===== src/rtl/xif_copro_result_tx.sv =====
// xif_copro_result_tx: in-order result FIFO gated by a per-id commit/kill table
module xif_copro_result_tx #(
    parameter int X_ID_WIDTH = 4,
    parameter int XLEN       = 32,
    parameter int DEPTH      = 4
) (
    input  logic                     clk_i,
    input  logic                     rst_ni,
    input  logic                     exec_valid_i,
    output logic                     exec_ready_o,
    input  logic [X_ID_WIDTH-1:0]    exec_id_i,
    input  logic [4:0]               exec_rd_i,
    input  logic [XLEN-1:0]          exec_data_i,
    input  logic                     exec_we_i,
    input  logic                     commit_valid_i,
    input  logic [X_ID_WIDTH-1:0]    commit_id_i,
    input  logic                     commit_kill_i,
    output logic                     result_valid_o,
    input  logic                     result_ready_i,
    output logic [X_ID_WIDTH-1:0]    result_id_o,
    output logic [4:0]               result_rd_o,
    output logic [XLEN-1:0]          result_data_o,
    output logic                     result_we_o,
    output logic [$clog2(DEPTH):0]   count_o,
    output logic                     busy_o
);
    localparam int AW  = $clog2(DEPTH);
    localparam int NID = 1 << X_ID_WIDTH;

    logic [X_ID_WIDTH-1:0] id_q   [DEPTH];
    logic [4:0]            rd_q   [DEPTH];
    logic [XLEN-1:0]       data_q [DEPTH];
    logic [DEPTH-1:0]      we_q;
    logic [AW:0]           wptr, rptr;
    logic [NID-1:0]        committed, killed;
    logic                  empty, full, push, pop, head_killed;
    logic [AW-1:0]         widx, ridx;

    assign widx           = wptr[AW-1:0];
    assign ridx           = rptr[AW-1:0];
    assign empty          = wptr == rptr;
    assign full           = (wptr[AW] != rptr[AW]) && (widx == ridx);
    assign exec_ready_o   = !full;
    assign push           = exec_valid_i && !full;
    assign result_id_o    = id_q[ridx];
    assign result_rd_o    = rd_q[ridx];
    assign result_data_o  = data_q[ridx];
    assign result_we_o    = we_q[ridx];
    // A killed head is dropped silently; a committed one is offered to the core.
    assign head_killed    = !empty && killed[result_id_o];
    assign result_valid_o = !empty && committed[result_id_o] && !killed[result_id_o];
    assign pop            = head_killed || (result_valid_o && result_ready_i);
    assign count_o        = wptr - rptr;
    assign busy_o         = !empty || (|committed) || (|killed);

    // Result storage and pointers; storage is reset so empty-FIFO outputs are never X.
    always_ff @(posedge clk_i or negedge rst_ni) begin
        if (!rst_ni) begin
            wptr <= '0;
            rptr <= '0;
            we_q <= '0;
            for (int i = 0; i < DEPTH; i++) begin
                id_q[i]   <= '0;
                rd_q[i]   <= '0;
                data_q[i] <= '0;
            end
        end else begin
            if (push) begin
                id_q[widx]   <= exec_id_i;
                rd_q[widx]   <= exec_rd_i;
                data_q[widx] <= exec_data_i;
                we_q[widx]   <= exec_we_i;
                wptr         <= wptr + 1'b1;
            end
            if (pop) rptr <= rptr + 1'b1;
        end
    end

    // Commit table: popping clears the head id, a same-cycle commit/kill of that id wins.
    always_ff @(posedge clk_i or negedge rst_ni) begin
        if (!rst_ni) begin
            committed <= '0;
            killed    <= '0;
        end else begin
            if (pop) begin
                committed[result_id_o] <= 1'b0;
                killed[result_id_o]    <= 1'b0;
            end
            if (commit_valid_i) begin
                if (commit_kill_i) killed[commit_id_i] <= 1'b1;
                else committed[commit_id_i] <= 1'b1;
            end
        end
    end
endmodule


===== config.mk =====
export PLATFORM = sky130hd
export DESIGN_NAME = xif_copro_result_tx
export DESIGN_NICKNAME = d
export VERILOG_FILES = /design/src/rtl/xif_copro_result_tx.sv
export SDC_FILE = /design/constraint.sdc
export NUM_CORES = 1
export LEC_CHECK = 0
export CORE_ASPECT_RATIO = 0.8
export CORE_MARGIN = 5
export CORE_UTILIZATION = 53
export CTS_CLUSTER_DIAMETER = 100
export DETAILED_ROUTE_END_ITERATION = 16
export DONT_BUFFER_PORTS = 1
export MAX_ROUTING_LAYER = met4
export PLACE_DENSITY_LB_ADDON = 0.08
export REMOVE_ABC_BUFFERS = 1
export SLEW_MARGIN = 25
export SYNTH_ARGS = -nofsm -noshare
export SYNTH_HDL_FRONTEND = slang
export SYNTH_SLANG_ARGS = --single-unit
export TNS_END_PERCENT = 10

===== constraint.sdc =====
create_clock -name clk_i -period 3.2 [get_ports clk_i]
set_input_delay 0.8 -clock clk_i [delete_from_list [all_inputs] [get_ports clk_i]]
set_output_delay 0.8 -clock clk_i [all_outputs]
set_load 0.1 [all_outputs]

==> qor.txt, run 1 <==
Clock Pin Slew Worst Setup and Hold Paths - 0.06 ns
Failing checks - negative setup slack
Hold Slack - 0.199 ns
Port bufs - 0
Setup TNS - -0.317 ns
Syn Area/Cell - 15.3 um2
Pre-CTS WS - 0.132 ns
Worst EP required - 2.40 ns
Synth Instances - 622
Commonest non-fill, non-tap cell in the layout - dfrtp_1
Largest net degree at the start of global routing - 105
Setup-failing EPs final - 1
Crit path top cell by count - buf_12
Period minus WS final - 3.52 ns
Synth cell types - 41
Slew HR - 0.449
Initial antenna violation count - 0
FMAX - 284 MHz
PnR worst setup slack - -0.317 ns
RSZ-0062 raised after global routing - yes
Detailed Routing Iterations Pass 1 - 5
N_diodes - 0
Hpwl dp - 14100 um
Critical path, cell by cell - mux4_2, buf_12, mux2i_1, o22ai_1, nor3_2, a21oi_1, nor2_2, buf_12
CTS tree - built
DR vias - 5539
Worst Clk Skew - 0.0165 ns
I/O pin cnt - 100
Area growth syn-to-layout - 13.6%
ANT nets after route - 0
Max Slew Vio Count - 0
Hold Path Class - in -> async
Critical path startpoint category - flip-flop
Worst EP arrival - 2.72 ns
Drt via density - 6.27
Placed insts - 842
CTS Sinks - 206
CP max stage delay - 0.54 ns
Crit-path leading delay family - multiplexers
Yosys warns - 0
Yosys top cell by area - dfrtp_1
Crit-path slowest cell - mux4_2
Post-Syn Area - 9490 um2
Vias in the first global route - 6061
Nets - 705
DRC - 0
Final period util - 1.10
Share of the synthesized area in the top cell type - 0.543
Synth area leaders - dfrtp_1, mux2_2, mux4_2, a22o_1, a21o_1
Worst Tran Pin Value - 0.823 ns
Synth Register Bits - 206
Buf+Inv Stages, Crit Path - 2
Drt total wl - 21000 um
Maximum buffer depth of the clock tree - 3
DRT iter0 DRCs - 310
Sequential share of the synthesized area - 0.543
Final hold vios - 0
GP Congestion - 0.951
Die Area - 20700 um2
Number of fill cells - 1314
Crit-path max FO - 21
Type of destination of the critical path - output pin
Die X - 160 um
Die Span Y - 130 um
CTS Buf Count - 21
WL/cell - 23.8 um
Most frequent cells in the layout - dfrtp_1, mux2_2, mux4_2, a22o_1, a21o_1
Layout cell share with drive strength beyond 1 - 0.449
Rows - 43
Core box area - 17500 um2
Initial Util - 0.543
Root buffer cell - clkbuf_16
Global route overflow - 0
Final Instance Count excl. Fillers - 884
Flop-to-flop setup slack - 0.26 ns
All-Layer GR Usage - 0.218
Global-route wire length before repair - 34600 um
Status - finished, violations left
Clk_lat worst skew - 0.49 ns
# Max-Cap Violations - 0
H-tree depth - 1
Critical path class - reg -> out
[final timing paths]
path	startpoint	endpoint	cells after the start
max in group asynchronous	rst_ni	data_q[103]	1
min	rst_ni	rd_q[13]	1
max reg2reg	rptr[0]	killed[2]	8
max	rptr[0]	result_valid_o	8
min reg2reg	wptr[2]	wptr[2]	1
min in group clk_i	exec_id_i[2]	id_q[6]	1
[synth_stat cells]
cell type and count:
dfrtp_1 206, mux2_2 168, mux4_2 42, a21o_1 24, a22o_1 24, buf_1 22
mux2i_1 16, nand2_1 13, nor2_1 9, nor2b_1 9, nor4_1 9, a221o_1 8
clkbuf_1 8, ha_1 7, o22ai_1 6, inv_1 5, xnor2_1 5, nand2b_1 4
nor3b_1 4, and3_1 3, buf_2 3, and3b_1 2, buf_6 2, nand3b_4 2
nand4_1 2, nor3_1 2, o21ai_0 2, o22ai_2 2, a21oi_1 1, a41oi_4 1
and2_1 1, fa_1 1, nand2_4 1, nand3_4 1, nand3b_1 1, o211ai_2 1
o21ai_1 1, o21ai_2 1, o21bai_1 1, or2_4 1, xor2_1 1
[per-stage QoR]
step / cell area, um2 / utilization
after CTS: 10800 / 0.617
after detailed placement: 9990 / 0.571
after global placement: 9990 / 0.571
after global routing: 10800 / 0.617
after floorplan: 9340 / -
final: 10800 / 0.617
[state kept, by name, summed over array words and instances (netlist names)]
register / count
data_q: 128
rd_q: 20
committed: 16
id_q: 16
killed: 16
we_q: 4
rptr: 3
wptr: 3
[worst reg2reg max path: cells and delay by family (launching register included)]
family | cells | cell delay, ns
muxes | 2 | 0.70
AOI/OAI and AO/OA | 4 | 1.25
buffers and inverters | 1 | 0.19
and+or+nand+nor | 1 | 0.22
DFF | 1 | 0.47
[routing by layer]
| layer | share of wire | wire length [um] | global-route usage |
|---|---|---|---|
| met2 | 0.46 | 9650 | 0.328 |
| met1 | 0.46 | 9600 | 0.307 |
| met5 | 0 | 0 | - |
| met3 | 0.070 | 1470 | 0.0546 |
| met4 | 0.015 | 323 | 0.0423 |
[cell families (layout without fill, tap and decap cells)]
logic type / after synthesis / in the layout / synth area share
flip-flops: 206 / 206 / 0.543
multiplexers: 226 / 226 / 0.316
adder cells (fa/ha/maj): 8 / 8 / 0.0113
XOR/XNOR: 6 / 6 / 0.00554
AND/OR/NAND/NOR: 64 / 64 / 0.0422
AO/OA/AOI/OAI: 72 / 72 / 0.0642
buffers and inverters: 40 / 77 / 0.0178
[final cells by class]
| class | count | area, um2 | area share |
|---|---|---|---|
| flip-flops and latches | 206 | 5160 | 0.479 |
| multi-input cells | 376 | 4210 | 0.390 |
| clock buffers | 30 | 579 | 0.0537 |
| repair buffers | 35 | 415 | 0.0385 |
| well taps | 225 | 282 | 0.0261 |
| clock inverters | 7 | 120 | 0.0111 |
| inverters | 5 | 18.8 | 0.00174 |
[what timing repair did]
| action | 4_1_cts | 5_1_grt |
|---|---|---|
| gates resized for setup | 2 | 2 |
| setup buffers | 1 | 0 |
| pin swaps | 1 | 0 |
| hold endpoints to repair | 104 | 0 |
| hold buffers | 4 | 0 |
| endpoints found under the setup margin | 2 | 4 |
Power of run 1 is not shown: default switching activity piles up to over one toggle a cycle in this logic, so the estimate is an artifact.
==> inputs of run 2 (changes only) <==
- clock period: 3.2 -> 3 ns (I/O delays scaled with it)
==> qor.txt, run 2 (synthesis gave the netlist of run 1 again) <==
Top flop regs - data_q x128, rd_q x20
Maximum buffer depth of the clock tree - 3 (unchanged)
Global-route wire length before repair - 35000 um (+1.0%)
Largest net degree at the start of global routing - 207 (+97%)
Drt via density - 6.24 (-0.44%)
R2r endpoint - killed[3]
H-tree depth - 1 (unchanged)
Port bufs - 0 (unchanged)
Flip-flop count of the largest register after layout - 128 (unchanged)
Top reg by flops - data_q
Die X - 160 um (unchanged)
# Max-Cap Violations - 0 (unchanged)
Clock Pin Slew Worst Setup and Hold Paths - 0.06 ns (about the same)
Core box area - 17500 um2 (unchanged)
Flop-to-flop setup slack - 0.11 ns (-0.15 ns)
Initial Util - 0.543 (unchanged)
Hpwl dp - 14500 um (+2.6%)
Detailed Routing Iterations Pass 1 - 5 (unchanged)
Hold Slack - -0.0520 ns (-0.251 ns)
Period minus WS final - 3.50 ns
Nets - 715 (+1.4%)
Worst Tran Pin Value - 0.699 ns (-0.124 ns)
CTS Sinks - 206 (unchanged)
CTS tree - built
Root buffer cell - clkbuf_16
CTS Buf Count - 22 (+4.8%)
N_diodes - 0 (unchanged)
Setup-failing EPs final - 1 (unchanged)
Number of fill cells - 1278 (-2.7%)
Critical path class - reg -> out
Clk_lat worst skew - 0.50 ns (about the same)
Layout cell share with drive strength beyond 1 - 0.463 (+0.0134)
R2R Path Start - rptr[0]
Vias in the first global route - 5970 (-1.5%)
All-Layer GR Usage - 0.222 (+0.00477)
ANT nets after route - 0 (unchanged)
I/O pin cnt - 100 (unchanged)
FF/Latch Area - 5160 um2 (unchanged)
Crit-path max FO - 5 (-76%)
Final hold vios - 50 (+50)
Rows - 43 (unchanged)
WL/cell - 24.2 um (+1.6%)
Max Slew Vio Count - 0 (unchanged)
Global route overflow - 0 (unchanged)
DR vias - 5571 (+0.58%)
Area growth syn-to-layout - 14.4%
Initial antenna violation count - 0 (unchanged)
GP Congestion - 0.931 (-2.1%)
RSZ-0062 raised after global routing - yes
Die Span Y - 130 um (unchanged)
Drt total wl - 21600 um (+2.6%)
DRC - 0 (unchanged)
Commonest non-fill, non-tap cell in the layout - dfrtp_1
Most frequent cells in the layout - dfrtp_1, mux2_2, mux4_2, buf_4
Area of the multi-input gates - 4200 um2 (about the same)
Worst Clk Skew - 0.0106 ns (-0.00582 ns)
Worst EP required - 2.25 ns (-0.15 ns)
Worst EP arrival - 2.75 ns (+0.03 ns)
Hold Path Class - in -> async
PnR worst setup slack - -0.505 ns (-0.187 ns)
FF-to-FF path depth - 10 (+2)
Status - finished, violations left
Slew HR - 0.532 (+0.0831)
Failing checks - negative hold slack, negative setup slack
Core Util, Final - 0.621 (+0.00458)
Final period util - 1.17
Die Area - 20700 um2 (unchanged)
FMAX - 285 MHz
Critical path startpoint category - flip-flop
Type of destination of the critical path - output pin
DRT iter0 DRCs - 476 (+54%)
==> run 2: how the worst max path moves through the flow <==
stage                      to  cells after the start  startpoint  slack [ns]
3_3_place_gp   result_valid_o                      8     rptr[0]      0.0002
6_report       result_valid_o                      8     rptr[0]       -0.50
4_1_cts        result_valid_o                      8     rptr[0]       -0.52
2_1_floorplan  result_valid_o                      6     rptr[0]       -2.72
5_1_grt        result_valid_o                      8     rptr[0]       -0.62
3_5_place_dp   result_valid_o                      8     rptr[0]       -0.05
==> run 2: metrics by stage <==
step | worst slack (ns) | setup TNS, ns | cell area [um2] | hold slack (ns) | instances
2_1_floorplan | -2.72 | -402.27 | 9340 | 0.454 | 587
3_3_place_gp | 0.000245 | 0 | 10100 | 0.460 | 853
3_5_place_dp | -0.0519 | -0.0519 | 10100 | 0.460 | 853
4_1_cts | -0.522 | -0.522 | 10800 | -0.0702 | 890
5_1_grt | -0.622 | -1.40 | 10900 | -0.0753 | 893
6_report | -0.505 | -0.505 | 10900 | -0.0520 | 893
==> run 2: final cells by class <==
cell class	count	share of cell area
Clock inverter	6	0.00818
Timing Repair Buffer	44	0.0426
Clock buffer	31	0.0594
Tap cell	225	0.0259
Multi-Input combinational cell	376	0.387
Inverter	5	0.00173
Sequential cell	206	0.475
==> run 2: critical path, stage by stage (launching register included) <==
cell	delay, ns
dfrtp_4	0.46
mux4_2	0.55
buf_4	0.17
nand2b_1	0.17
o22ai_1	0.15
nor4_2	0.33
a21oi_1	0.09
nor2_2	0.15
buf_12	0.19
==> run 2: timing repair <==
action | CTS | global route
pin swaps | 1 | 1
hold endpoints to repair | 206 | 206
setup endpoints to repair | 23 | 44
cloned | 0 | 0
gates resized for setup | 6 | 2
setup buffers | 0 | 3
==> run 2: per-layer routing <==
metal | wire (um) | track usage | vias up
met3 | 2060 | 0.0707 | 35
met4 | 357 | 0.0434 | 0
met2 | 9790 | 0.331 | 216
li1 | - | - | 2418
met1 | 9380 | 0.307 | 2902
met5 | 0 | - | -
Power of run 2 is left out for the same reason.
